File: src/rtl/shifter_unit_if.sv
// shifter_unit_if: operand/result bundle for shifter_unit (IN, SHIFT, SHIFT_TYPE in; OUT back)
interface shifter_unit_if;
  logic [7:0] IN;
  logic [7:0] SHIFT;
  logic       SHIFT_TYPE;
  logic [7:0] OUT;
  modport master (output IN, SHIFT, SHIFT_TYPE, input OUT);
  modport slave  (input IN, SHIFT, SHIFT_TYPE, output OUT);
endinterface

File: src/rtl/shifter_unit.sv
// shifter_unit: registered 8-bit shifter, SHIFT_TYPE 0 = logical left, 1 = arithmetic right
// Ports: CLK clock, RESET sync active-high clear of OUT,
//        bus.IN operand, bus.SHIFT amount 0..255, bus.SHIFT_TYPE select, bus.OUT result (1-cycle latency)
module shifter_unit (
  input  logic          CLK,
  input  logic          RESET,
  shifter_unit_if.slave bus
);
  logic [7:0] out_d, out_q;
  logic signed [7:0] asr;
  logic sat;
  // Kept in its own signed net so the ternary below cannot turn >>> into a logical shift.
  assign asr = $signed(bus.IN) >>> bus.SHIFT[2:0];
  // Any high amount bit means the distance is at least 8: everything is shifted out.
  assign sat = |bus.SHIFT[7:3];
  always_comb begin
    out_d = bus.SHIFT_TYPE ? (sat ? {8{bus.IN[7]}} : asr)
                           : (sat ? 8'h00 : bus.IN << bus.SHIFT[2:0]);
  end
  always_ff @(posedge CLK) begin
    if (RESET) out_q <= 8'h00;
    else       out_q <= out_d;
  end
  assign bus.OUT = out_q;
endmodule

File: src/flat_wrapper.sv
// flat-port wrapper written by rule: the top's interface ports become plain ports
module shifter_unit_flat 
  (CLK, RESET, bus_IN, bus_SHIFT, bus_SHIFT_TYPE, bus_OUT);
  shifter_unit_if bus_i ();
  input  logic CLK;
  input  logic RESET;
  input wire logic [$bits(bus_i.IN)-1:0] bus_IN;
  input wire logic [$bits(bus_i.SHIFT)-1:0] bus_SHIFT;
  input wire logic [$bits(bus_i.SHIFT_TYPE)-1:0] bus_SHIFT_TYPE;
  output wire logic [$bits(bus_i.OUT)-1:0] bus_OUT;
  assign bus_i.IN = bus_IN;
  assign bus_i.SHIFT = bus_SHIFT;
  assign bus_i.SHIFT_TYPE = bus_SHIFT_TYPE;
  assign bus_OUT = bus_i.OUT;
  shifter_unit u_core (.CLK(CLK), .RESET(RESET), .bus(bus_i));
endmodule
File: config.mk
export PLATFORM = sky130hd
export DESIGN_NAME = shifter_unit_flat
export DESIGN_NICKNAME = d
export VERILOG_FILES = /design/src/rtl/shifter_unit_if.sv /design/src/rtl/shifter_unit.sv /design/src/flat_wrapper.sv
export SDC_FILE = /design/constraint.sdc
export NUM_CORES = 1
export LEC_CHECK = 0
export ABC_AREA = 1
export BUFFER_PORTS_ARGS = -buffer_cell sky130_fd_sc_hd__buf_2
export CORE_MARGIN = 2
export CORE_UTILIZATION = 52
export DETAILED_ROUTE_END_ITERATION = 8
export GPL_ROUTABILITY_DRIVEN = 0
export PLACE_DENSITY = 0.82
export SKIP_LAST_GASP = 1
export SLEW_MARGIN = 20
export SYNTH_ARGS = -nofsm -noshare
export SYNTH_HDL_FRONTEND = slang
export SYNTH_SLANG_ARGS = --single-unit
export TNS_END_PERCENT = 20
File: constraint.sdc
create_clock -name CLK -period 2.6 [get_ports CLK]
set_input_delay 0.26 -clock CLK [delete_from_list [all_inputs] [get_ports CLK]]
set_output_delay 0.26 -clock CLK [all_outputs]
set_load 0.03 [all_outputs]
After elaboration in Yosys (flattened, before gate mapping)

Index checks and enable logic that the tools add are counted.
W data, S select, Z words.

Flip-flop bits (word level): 8
Latch bits: 0
Bits in writable memories: 0
Memory bits (read-only): 0
Input bits: 19
Output and inout bits: 8
Logic and storage cells: 7
Memories: 0

Add/subtract/negate cells: 0
Multipliers: 0
Div/mod/pow operators: 0
Order comparisons: 0
Eq/ne operators: 0
Shift-type cells: 2
Mux-type cells: 3
Bitwise logic cells: 0
Reduce and logical (&&, ||, !) cells: 1

Operators by type and width:

| kind             | number |
|---|---|
| $mux W8          | 3 |
| $shl A8 B3 Y8    | 1 |
| $sshr A8 B3 Y8   | 1 |
| $reduce_or A5 Y1 | 1 |

Logic depth before layout (Yosys ltp)

Gate-level depths: netlist (run 1).

Depth after elaboration: 3
Gate-level depth with buffers: 10
Gate-level depth less buffers: 9

Worst setup path after synthesis (run 1)

Ideal clock, no wire load.

Path type: input port to flip-flop
Start point: in bus_SHIFT[6]
End point: reg u_core.out_q[4], in the netlist u_core.bus.OUT[4]
Library setup time: 0.128 ns
Arrival: 0.920 ns
Data required time: 2.472 ns
Path slack: 1.552 ns
Stages on the path: 6
Path through: nor2_2 > nand3_4 > o21ai_1 > nand2_1 > nand2_1 > a21oi_1

Longest elaborated chain between the ends: 3
Elaborated cells on any way between the ends: 4
Those cells by class: mux (3); reduce/logical (1)

Ends and longest elaborated chain:

| item                              | line                                   | text |
|---|---|---|
| start, declared                   | flat_wrapper.sv:8                      | `input wire logic [$bits(bus_i.SHIFT)-1:0] bus_SHIFT;` |
| $reduce_or A5 Y1 *                | shifter_unit.sv:15                     | `assign sat = \|bus.SHIFT[7:3];` |
| $mux W8, on equally long branches | shifter_unit.sv:18, shifter_unit.sv:17 |  |
| $mux W8 *                         | shifter_unit.sv:17                     | `out_d = bus.SHIFT_TYPE ? (sat ? {8{bus.IN[7]}} : asr)` |
| end signal, assigned              | shifter_unit.sv:22                     | `else out_q <= out_d;` |
| end, declared                     | shifter_unit.sv:9                      | `logic [7:0] out_d, out_q;` |

Every way passes the cells marked *; elsewhere a longest branch is shown, timed or not.
A chain may end at the register's enable or synchronous reset.

Worst setup path in the final report (run 1)

Start point: reg u_core.out_q[5], in the netlist u_core.bus.OUT[5]
End point: out bus_OUT[5]

RTL lines:

| item          | line               | text |
|---|---|---|
| end, declared | flat_wrapper.sv:10 | `output wire logic [$bits(bus_i.OUT)-1:0] bus_OUT;` |

No word-level cell between the ends.

==> impl_metrics.tcl, run 1 <==
set metrics [dict create \
    overflow 0 \
    hpwl_um 1460 \
    min_from "RESET" \
    avgRoutedWirePerCell_um 10.3 \
    drc 0 \
    fin_crit_sh 0.386 \
    seq_area_frac_synth 0.212 \
    dr.pass1.iters 4 \
    grt_antenna_before_repair 0 \
    crit_cells 1 \
    cts_sinks 8 \
    pwr-share-comb 0.337 \
    fin_tns_setup_ns 0 \
    vias 932 \
    power_switching_share 0.351 \
    min_period_ns 1.00 \
    cp_data_arrival_time_ns 0.74 \
    antenna_cells 0 \
    synth-seq-cells 8 \
    coreArea_um2 1330 \
    fp-row-count 13 \
    clkSlewWorstSetupHoldPaths_ns 0.06 \
    p_int_w 0.000219 \
    drt_iter0_drc 32 \
    design_area_um2 893 \
    cts_resized 0 \
    hp-class "in -> reg" \
    switchingPower_w 0.000118 \
    yosys_most_used_dff "dfxtp_1" \
    crit_path_cell_trace "buf_2" \
    yosys_warnings 0 \
    hold_violations 0 \
    nFillCells 149 \
    slowest_delay_ns 0.30 \
    dieArea_um2 1770 \
    syn_area_um2 754 \
    whs_path_depth 2 \
    drt_wl_total_um 1800 \
    max_slew_margin 0.826 \
    io_buffers 26 \
    setup_viol 0 \
    cts_tree "yes" \
    power_frac_clock 0.281 \
    num-nets-final 180 \
    post_dp_cell_area_um2 871 \
    syn_inst 135 \
    synthTopCellsByArea "nand2_1, dfxtp_1, nand3_1" \
    numCtsBuffers 3 \
    start_kind "register" \
    fmax_ghz 0.997 \
    ant_nets 0 \
    seqPwrFrac 0.383 \
    yosys.cell_count.top_type "nand2_1" \
    worst_pin_slew_ns 0.259 \
    crit_fanout 1 \
    outcome "finished clean" \
    critPathSlowestCell "dfxtp_1" \
    largest_reg_flops 8 \
    irDropWorstVdd_uv 133 \
    fp.dieW_um 42.1 \
    synth_area_leader_cell "nand2_1" \
    cts_hold_buf 0 \
    synth_cell_type_count 22 \
    synthArstFlopShare 0 \
    syn-num-nets 154 \
    grt_pass1_wl_um 3130 \
    place_inst 171 \
    critPathTopFamily "flip-flops" \
    cap_violations 0 \
    grt_max_degree 17 \
    die_h_um 42.1 \
    synth-edff-count 0 \
    slew_violations 0 \
    synth_top_area_frac 0.383 \
    min_delay_worst_endpoint "u_core.bus.OUT[5]" \
    syn_avg_cell_area_um2 5.59 \
    cts.path.max_buffers 2 \
    drive_gt1_frac 0.252 \
    p_per_area_nw_per_um2 378 \
    rsz0062_at_grt "no" \
    initial_utilization 0.566 \
    vias_per_cell 5.36 \
    htree_levels 1 \
    synth_common_cells "nand2_1, nand3_1, a21oi_1, dfxtp_1, o21ai_1" \
    stdcell_count 174 \
    worstSetupPathType "reg -> out" \
    synthToLayoutAreaGrowth_pct 18.4 \
    cp-end-kind "primary output" \
    cts_root_buffer "clkbuf_4" \
    io_pins 27 \
    cp_data_required_time_ns 2.34 \
    grt_pass1_vias 777 \
    p_leak_nw 0.477 \
    cts_setup_buffers 0 \
    cp.buffers_inverters 1 \
    grt_usage 0.220 \
]
==> area by class of cell <==
| class | count | area, um^2 | area share |
|---|---|---|---|
| Timing Repair Buffer | 26 | 130 | 0.146 |
| Clock buffer | 3 | 22.5 | 0.0252 |
| Tap cell | 15 | 18.8 | 0.0210 |
| Multi-Input combinational cell | 118 | 539 | 0.604 |
| Inverter | 4 | 22.5 | 0.0252 |
| Sequential cell | 8 | 160 | 0.179 |
==> metrics by stage <==
step,total power (W),util,setup WS (ns),hold slack (ns)
after floorplan,0.000212,-,1.55,0.400
after global routing,0.000363,0.670,1.48,0.271
after CTS,0.000337,0.670,1.59,0.260
after global placement,0.000243,0.653,1.37,0.527
after detailed placement,0.000244,0.653,1.33,0.525
final,0.000337,0.670,1.60,0.262
==> cells by family (layout without fill, tap and decap cells) <==
logic type | count (synthesis) | count (layout) | synth area share
buffers and inverters | 9 | 33 | 0.0730
AOI/OAI and AO/OA | 14 | 14 | 0.0945
DFF | 8 | 8 | 0.212
and+or+nand+nor | 104 | 104 | 0.620
==> worst max path at each step <==
stage	from	end	slack (ns)
final	u_core.bus.OUT[5]	bus_OUT[5]	1.60
after global routing	bus_SHIFT[0]	u_core.bus.OUT[2]	1.48
after CTS	u_core.bus.OUT[3]	bus_OUT[3]	1.59
after detailed placement	bus_SHIFT[6]	u_core.bus.OUT[4]	1.33
after global placement	bus_SHIFT[6]	u_core.bus.OUT[4]	1.37
after floorplan	bus_SHIFT[6]	u_core.bus.OUT[4]	1.55
==> power by group through the flow <==
stage	logic, W	registers, W	clock network, W
final	0.000114	0.000129	0.0000947
after global routing	0.000128	0.000129	0.000105
after global placement	0.000111	0.000132	0
after detailed placement	0.000113	0.000132	0
after CTS	0.000113	0.000129	0.0000953
after floorplan	0.0000691	0.000143	0
==> cell usage in the layout, fill, tap and decap left out, types with 2 or more instances in the layout <==
master	n
nor2_4	3
nand3b_1	3
nor2_2	2
nand2_2	2
buf_2	26
a21oi_1	8
dfxtp_1	8
nand2_1	77
o21ai_1	4
nand3_1	14
clkbuf_4	3
==> metal layers <==
layer	up-vias	track usage	wire, um
li1	486	-	-
met1	411	0.290	778
met2	33	0.353	890
met3	2	0.0560	117
met4	0	0.0625	11
met5	-	0	0
Note: power is estimated with default switching activity, not from simulation.
==> run 2: changes to the inputs <==
--- a/config.mk
+++ b/config.mk
@@ -8,10 +8,10 @@
 export ABC_AREA = 1
 export BUFFER_PORTS_ARGS = -buffer_cell sky130_fd_sc_hd__buf_2
 export CORE_MARGIN = 2
-export CORE_UTILIZATION = 52
+export CORE_UTILIZATION = 43
 export DETAILED_ROUTE_END_ITERATION = 8
 export GPL_ROUTABILITY_DRIVEN = 0
-export PLACE_DENSITY = 0.82
+export PLACE_DENSITY = 0.72
 export SKIP_LAST_GASP = 1
 export SLEW_MARGIN = 20
 export SYNTH_ARGS = -nofsm -noshare
==> constraint.sdc (replaced) <==
create_clock -name CLK -period 0.85 [get_ports CLK]
set_input_delay 0.085 -clock CLK [delete_from_list [all_inputs] [get_ports CLK]]
set_output_delay 0.085 -clock CLK [all_outputs]
set_load 0.03 [all_outputs]
==> impl_metrics.tcl, run 2 (synthesis gave the netlist of run 1 again) <==
set metrics [dict create \
    avgRoutedWirePerCell_um 10.1 \
    irDropWorstVdd_uv 483 \
    fin_crit_sh 0.955 \
    clkSlewWorstSetupHoldPaths_ns 0.05 \
    drive_gt1_frac 0.303 \
    largest_reg_flops 8 \
    cap_violations 0 \
    p_per_area_nw_per_um2 1070 \
    min_delay_worst_endpoint "u_core.bus.OUT[5]" \
    io_buffers 26 \
    fmax_ghz 1.23 \
    layout_common_cells "nand2_1, buf_2, nand3_1, dfxtp_1, buf_4" \
    fin_tns_setup_ns 0 \
    worstSetupPathType "reg -> out" \
    critPathSlowestCell "dfxtp_1" \
    cts_root_buffer "clkbuf_4" \
    grt_antenna_before_repair 0 \
    cts_sinks 8 \
    ant_nets 0 \
    initial_utilization 0.447 \
    io_pins 27 \
    overflow 0 \
    drc 1 \
    min_from "RESET" \
    cts_tree "yes" \
    fin_util 0.584 \
    hold_violations 0 \
    crit_fanout 1 \
    cp.buffers_inverters 1 \
    design_area_um2 987 \
    synthToLayoutAreaGrowth_pct 30.8 \
    whs_path_depth 2 \
    grt_pass1_wl_um 2860 \
    antenna_cells 0 \
    max_slew_margin 0.852 \
    num-nets-final 186 \
    outcome "finished with violations" \
    drt_wl_total_um 1830 \
    fp-row-count 15 \
    violations "design-rule violations" \
    die_h_um 45.9 \
    fp.dieW_um 45.9 \
    drt_iter0_drc 29 \
    cp_data_arrival_time_ns 0.73 \
    start_kind "register" \
    rsz0062_at_grt "yes" \
    htree_levels 1 \
    setup_viol 0 \
    cp_data_required_time_ns 0.76 \
    worst_pin_slew_ns 0.221 \
    numCtsBuffers 3 \
    hp-class "in -> reg" \
    critPathTopFamily "flip-flops" \
    grt_max_degree 16 \
    cp-end-kind "primary output" \
    cts.path.max_buffers 2 \
    cts_hold_buf 0 \
    p_leak_nw 0.514 \
    mostFrequentLayoutCell "nand2_1" \
    slowest_delay_ns 0.30 \
    vias_per_cell 5.18 \
    min_period_ns 0.811 \
    crit_path_cell_trace "buf_2" \
    dr.pass1.iters 6 \
    grt_usage 0.184 \
    grt_pass1_vias 759 \
    coreArea_um2 1690 \
    hpwl_um 1510 \
    slew_violations 0 \
    post_dp_cell_area_um2 915 \
    dieArea_um2 2110 \
    vias 943 \
]
## run 2: layout make-up
cell class                 count  area, um^2
sequential                     8         160
tap                           17        21.3
fill                         177         702
timing repair buffer          31         188
multi-input combinational    118         564
inverter                       4        25.0
timing repair inverter         1        6.26
clock buffer                   3        22.5
## run 2: worst max-delay path by stage
| stage | startpoint | endpoint | slack, ns | cells past startpoint |
|---|---|---|---|---|
| after floorplan | bus_SHIFT[6] | u_core.bus.OUT[0] | 0.003 | 7 |
| after global placement | bus_SHIFT[6] | u_core.bus.OUT[4] | -0.20 | 8 |
| after detailed placement | bus_SHIFT[6] | u_core.bus.OUT[4] | -0.22 | 8 |
| after CTS | u_core.bus.OUT[0] | bus_OUT[0] | 0.02 | 1 |
| after global routing | u_core.bus.OUT[1] | bus_OUT[1] | -0.001 | 1 |
| final | u_core.bus.OUT[7] | bus_OUT[7] | 0.04 | 1 |
## run 2: metrics by stage
step	instances	total power (W)	hold slack (ns)	worst slack, ns
detailed placement	178	0.000767	0.351	-0.220
global placement	178	0.000765	0.354	-0.197
CTS	181	0.00104	0.0891	0.0234
floorplan	135	0.000649	0.225	0.00334
global route	182	0.00114	0.105	-0.00150
finish	182	0.00106	0.109	0.0386
## run 2: power breakdown
group	internal (W)	switching [W]
logic	0.000147	0.000244
clock network	0.000160	0.000112
registers	0.000392	0.00000299
total	0.000699	0.000359
## run 2: metal layers
layer | part of all wire | vias to the layer above | routed length, um | track usage
met5 | 0 | - | 0 | 0
met3 | 0.047 | 2 | 86 | 0.0238
met2 | 0.51 | 31 | 936 | 0.325
met4 | 0.0098 | 0 | 18 | 0.0686
met1 | 0.43 | 415 | 792 | 0.223
li1 | - | 495 | - | -
## run 2: timing repair
| action | in CTS | in global routing |
|---|---|---|
| buffers inserted | 0 | 0 |
| resized for setup | 0 | 14 |
| hold endpoints to repair | 0 | 0 |
| setup endpoints to repair | 0 | 10 |
==> run 3: changes to the inputs <==
--- a/config.mk
+++ b/config.mk
@@ -8,10 +8,11 @@
 export ABC_AREA = 1
 export BUFFER_PORTS_ARGS = -buffer_cell sky130_fd_sc_hd__buf_2
 export CORE_MARGIN = 2
-export CORE_UTILIZATION = 43
+export CORE_UTILIZATION = 46
+export CTS_BUF_LIST = sky130_fd_sc_hd__clkbuf_4 sky130_fd_sc_hd__clkbuf_8
 export DETAILED_ROUTE_END_ITERATION = 8
 export GPL_ROUTABILITY_DRIVEN = 0
-export PLACE_DENSITY = 0.72
+export PLACE_DENSITY = 0.77
 export SKIP_LAST_GASP = 1
 export SLEW_MARGIN = 20
 export SYNTH_ARGS = -nofsm -noshare
==> impl_metrics.tcl, run 3 (synthesis gave the netlist of run 1 again) <==
set metrics [dict create \
    outcome "finished clean" \
    power_switching_share 0.348 \
    cap_violations 0 \
    grt_usage 0.213 \
    cts_hold_buf 0 \
    initial_utilization 0.495 \
    p_int_w 0.000697 \
    hold_ws_ns 0.109 \
    io_pins 27 \
    pwr-share-comb 0.367 \
    fin_crit_sh 0.986 \
    hold_violations 0 \
    power_frac_clock 0.263 \
    slew_violations 0 \
    htree_levels 1 \
    critPathTopFamily "flip-flops" \
    max_slew_margin 0.835 \
    hpwl_um 1570 \
    critPathSlowestCell "dfxtp_1" \
    avgRoutedWirePerCell_um 11.0 \
    cts_root_buffer "clkbuf_4" \
    crit_fanout 1 \
    cp_data_required_time_ns 0.76 \
    ant_nets 0 \
    crit_path_cell_trace "buf_2" \
    cp_data_arrival_time_ns 0.75 \
    post_dp_cell_area_um2 913 \
    antenna_cells 0 \
    multi_input_area_um2 569 \
    overflow 0 \
    worst_pin_slew_ns 0.248 \
    synthToLayoutAreaGrowth_pct 29.4 \
    cts_tree "yes" \
    min_from "RESET" \
    setup_viol 0 \
    switchingPower_w 0.000372 \
    grt_antenna_before_repair 0 \
    drc 0 \
    seq_area_um2 160 \
    p_leak_nw 0.512 \
    fin_util 0.640 \
    layout_common_cells "nand2_1, buf_2, nand3_1, dfxtp_1" \
    cts_setup_buffers 0 \
    fmax_ghz 1.19 \
    crit_start "u_core.bus.OUT[0]" \
    drt_wl_total_um 1980 \
    fp.dieW_um 44.5 \
    vias_per_cell 5.38 \
    slowest_delay_ns 0.31 \
    irDropWorstVdd_uv 904 \
    start_kind "register" \
    nFillCells 147 \
    cts.path.max_buffers 2 \
    drt_iter0_drc 39 \
    grt_pass1_vias 814 \
    drive_gt1_frac 0.311 \
    vias 969 \
    worstSetupPathType "reg -> out" \
    dieArea_um2 1980 \
    clkSlewWorstSetupHoldPaths_ns 0.05 \
    grt_max_degree 17 \
    largest_reg_flops 8 \
    numCtsBuffers 3 \
    min_period_ns 0.838 \
    grt_pass1_wl_um 3190 \
    fp-row-count 14 \
    die_h_um 44.5 \
    dr.pass1.iters 4 \
    coreArea_um2 1520 \
    p_per_area_nw_per_um2 1100 \
    hp-class "in -> reg" \
    io_buffers 26 \
    design_area_um2 976 \
    num-nets-final 185 \
    rsz0062_at_grt "yes" \
    cp-end-kind "primary output" \
    fin_tns_setup_ns 0 \
    cts_sinks 8 \
    seqPwrFrac 0.370 \
    cp.buffers_inverters 1 \
    mostFrequentLayoutCell "nand2_1" \
]
==> run 3: changes by cell type in the layout (fill, tap and decap cells not counted) <==
cell      change
nand2_2       +3
nand3_2       +1
buf_2         +2
inv_4         -1
a21oi_2       -2
nand2_1       -3
a21oi_1       +2
clkbuf_4      -1
nand3_1       -1
buf_6         -1
==> run 3: area by class of cell <==
class	instances	share of cell area
clock buffer	3	0.0231
inverter	4	0.0256
multi-input combinational	118	0.583
sequential	8	0.164
tap	16	0.0205
timing repair buffer	31	0.183
==> run 3: final timing paths <==
kind | cells past startpoint | endpoint | slack (ns)
worst max-delay path | 1 | bus_OUT[0] | 0.01
worst min-delay path | 2 | u_core.bus.OUT[0] | 0.11
==> run 3: layer usage <==
metal / vias to the layer above / GRT usage / wire, um / part of all wire
met5: - / 0 / 0 / 0
met4: 0 / 0.0303 / 15 / 0.0076
met3: 4 / 0.0490 / 129 / 0.065
met2: 43 / 0.354 / 950 / 0.48
met1: 424 / 0.285 / 886 / 0.45
li1: 498 / - / - / -
==> run 3: timing repair <==
action / CTS / global route
pin swaps: 7 / 2
resized for setup: 4 / 10
hold endpoints to repair: 0 / 0
endpoints found under the setup margin: 2 / 9
==> run 3: power groups by stage <==
| stage | Combinational (W) | Clock, W | Sequential [W] |
|---|---|---|---|
| after floorplan | 0.000212 | 0 | 0.000437 |
| after global placement | 0.000364 | 0 | 0.000402 |
| after detailed placement | 0.000365 | 0 | 0.000403 |
| after CTS | 0.000378 | 0.000287 | 0.000395 |
| after global routing | 0.000436 | 0.000305 | 0.000396 |
| final | 0.000392 | 0.000281 | 0.000395 |
==> run 3: stage by stage <==
stage                     instances  setup WS, ns  power (W)
after floorplan                 135       0.00334   0.000649
final                           180        0.0118    0.00107
after global placement          177        -0.187   0.000766
after detailed placement        177        -0.287   0.000768
after CTS                       180     -0.000682    0.00106
after global routing            180       -0.0216    0.00114
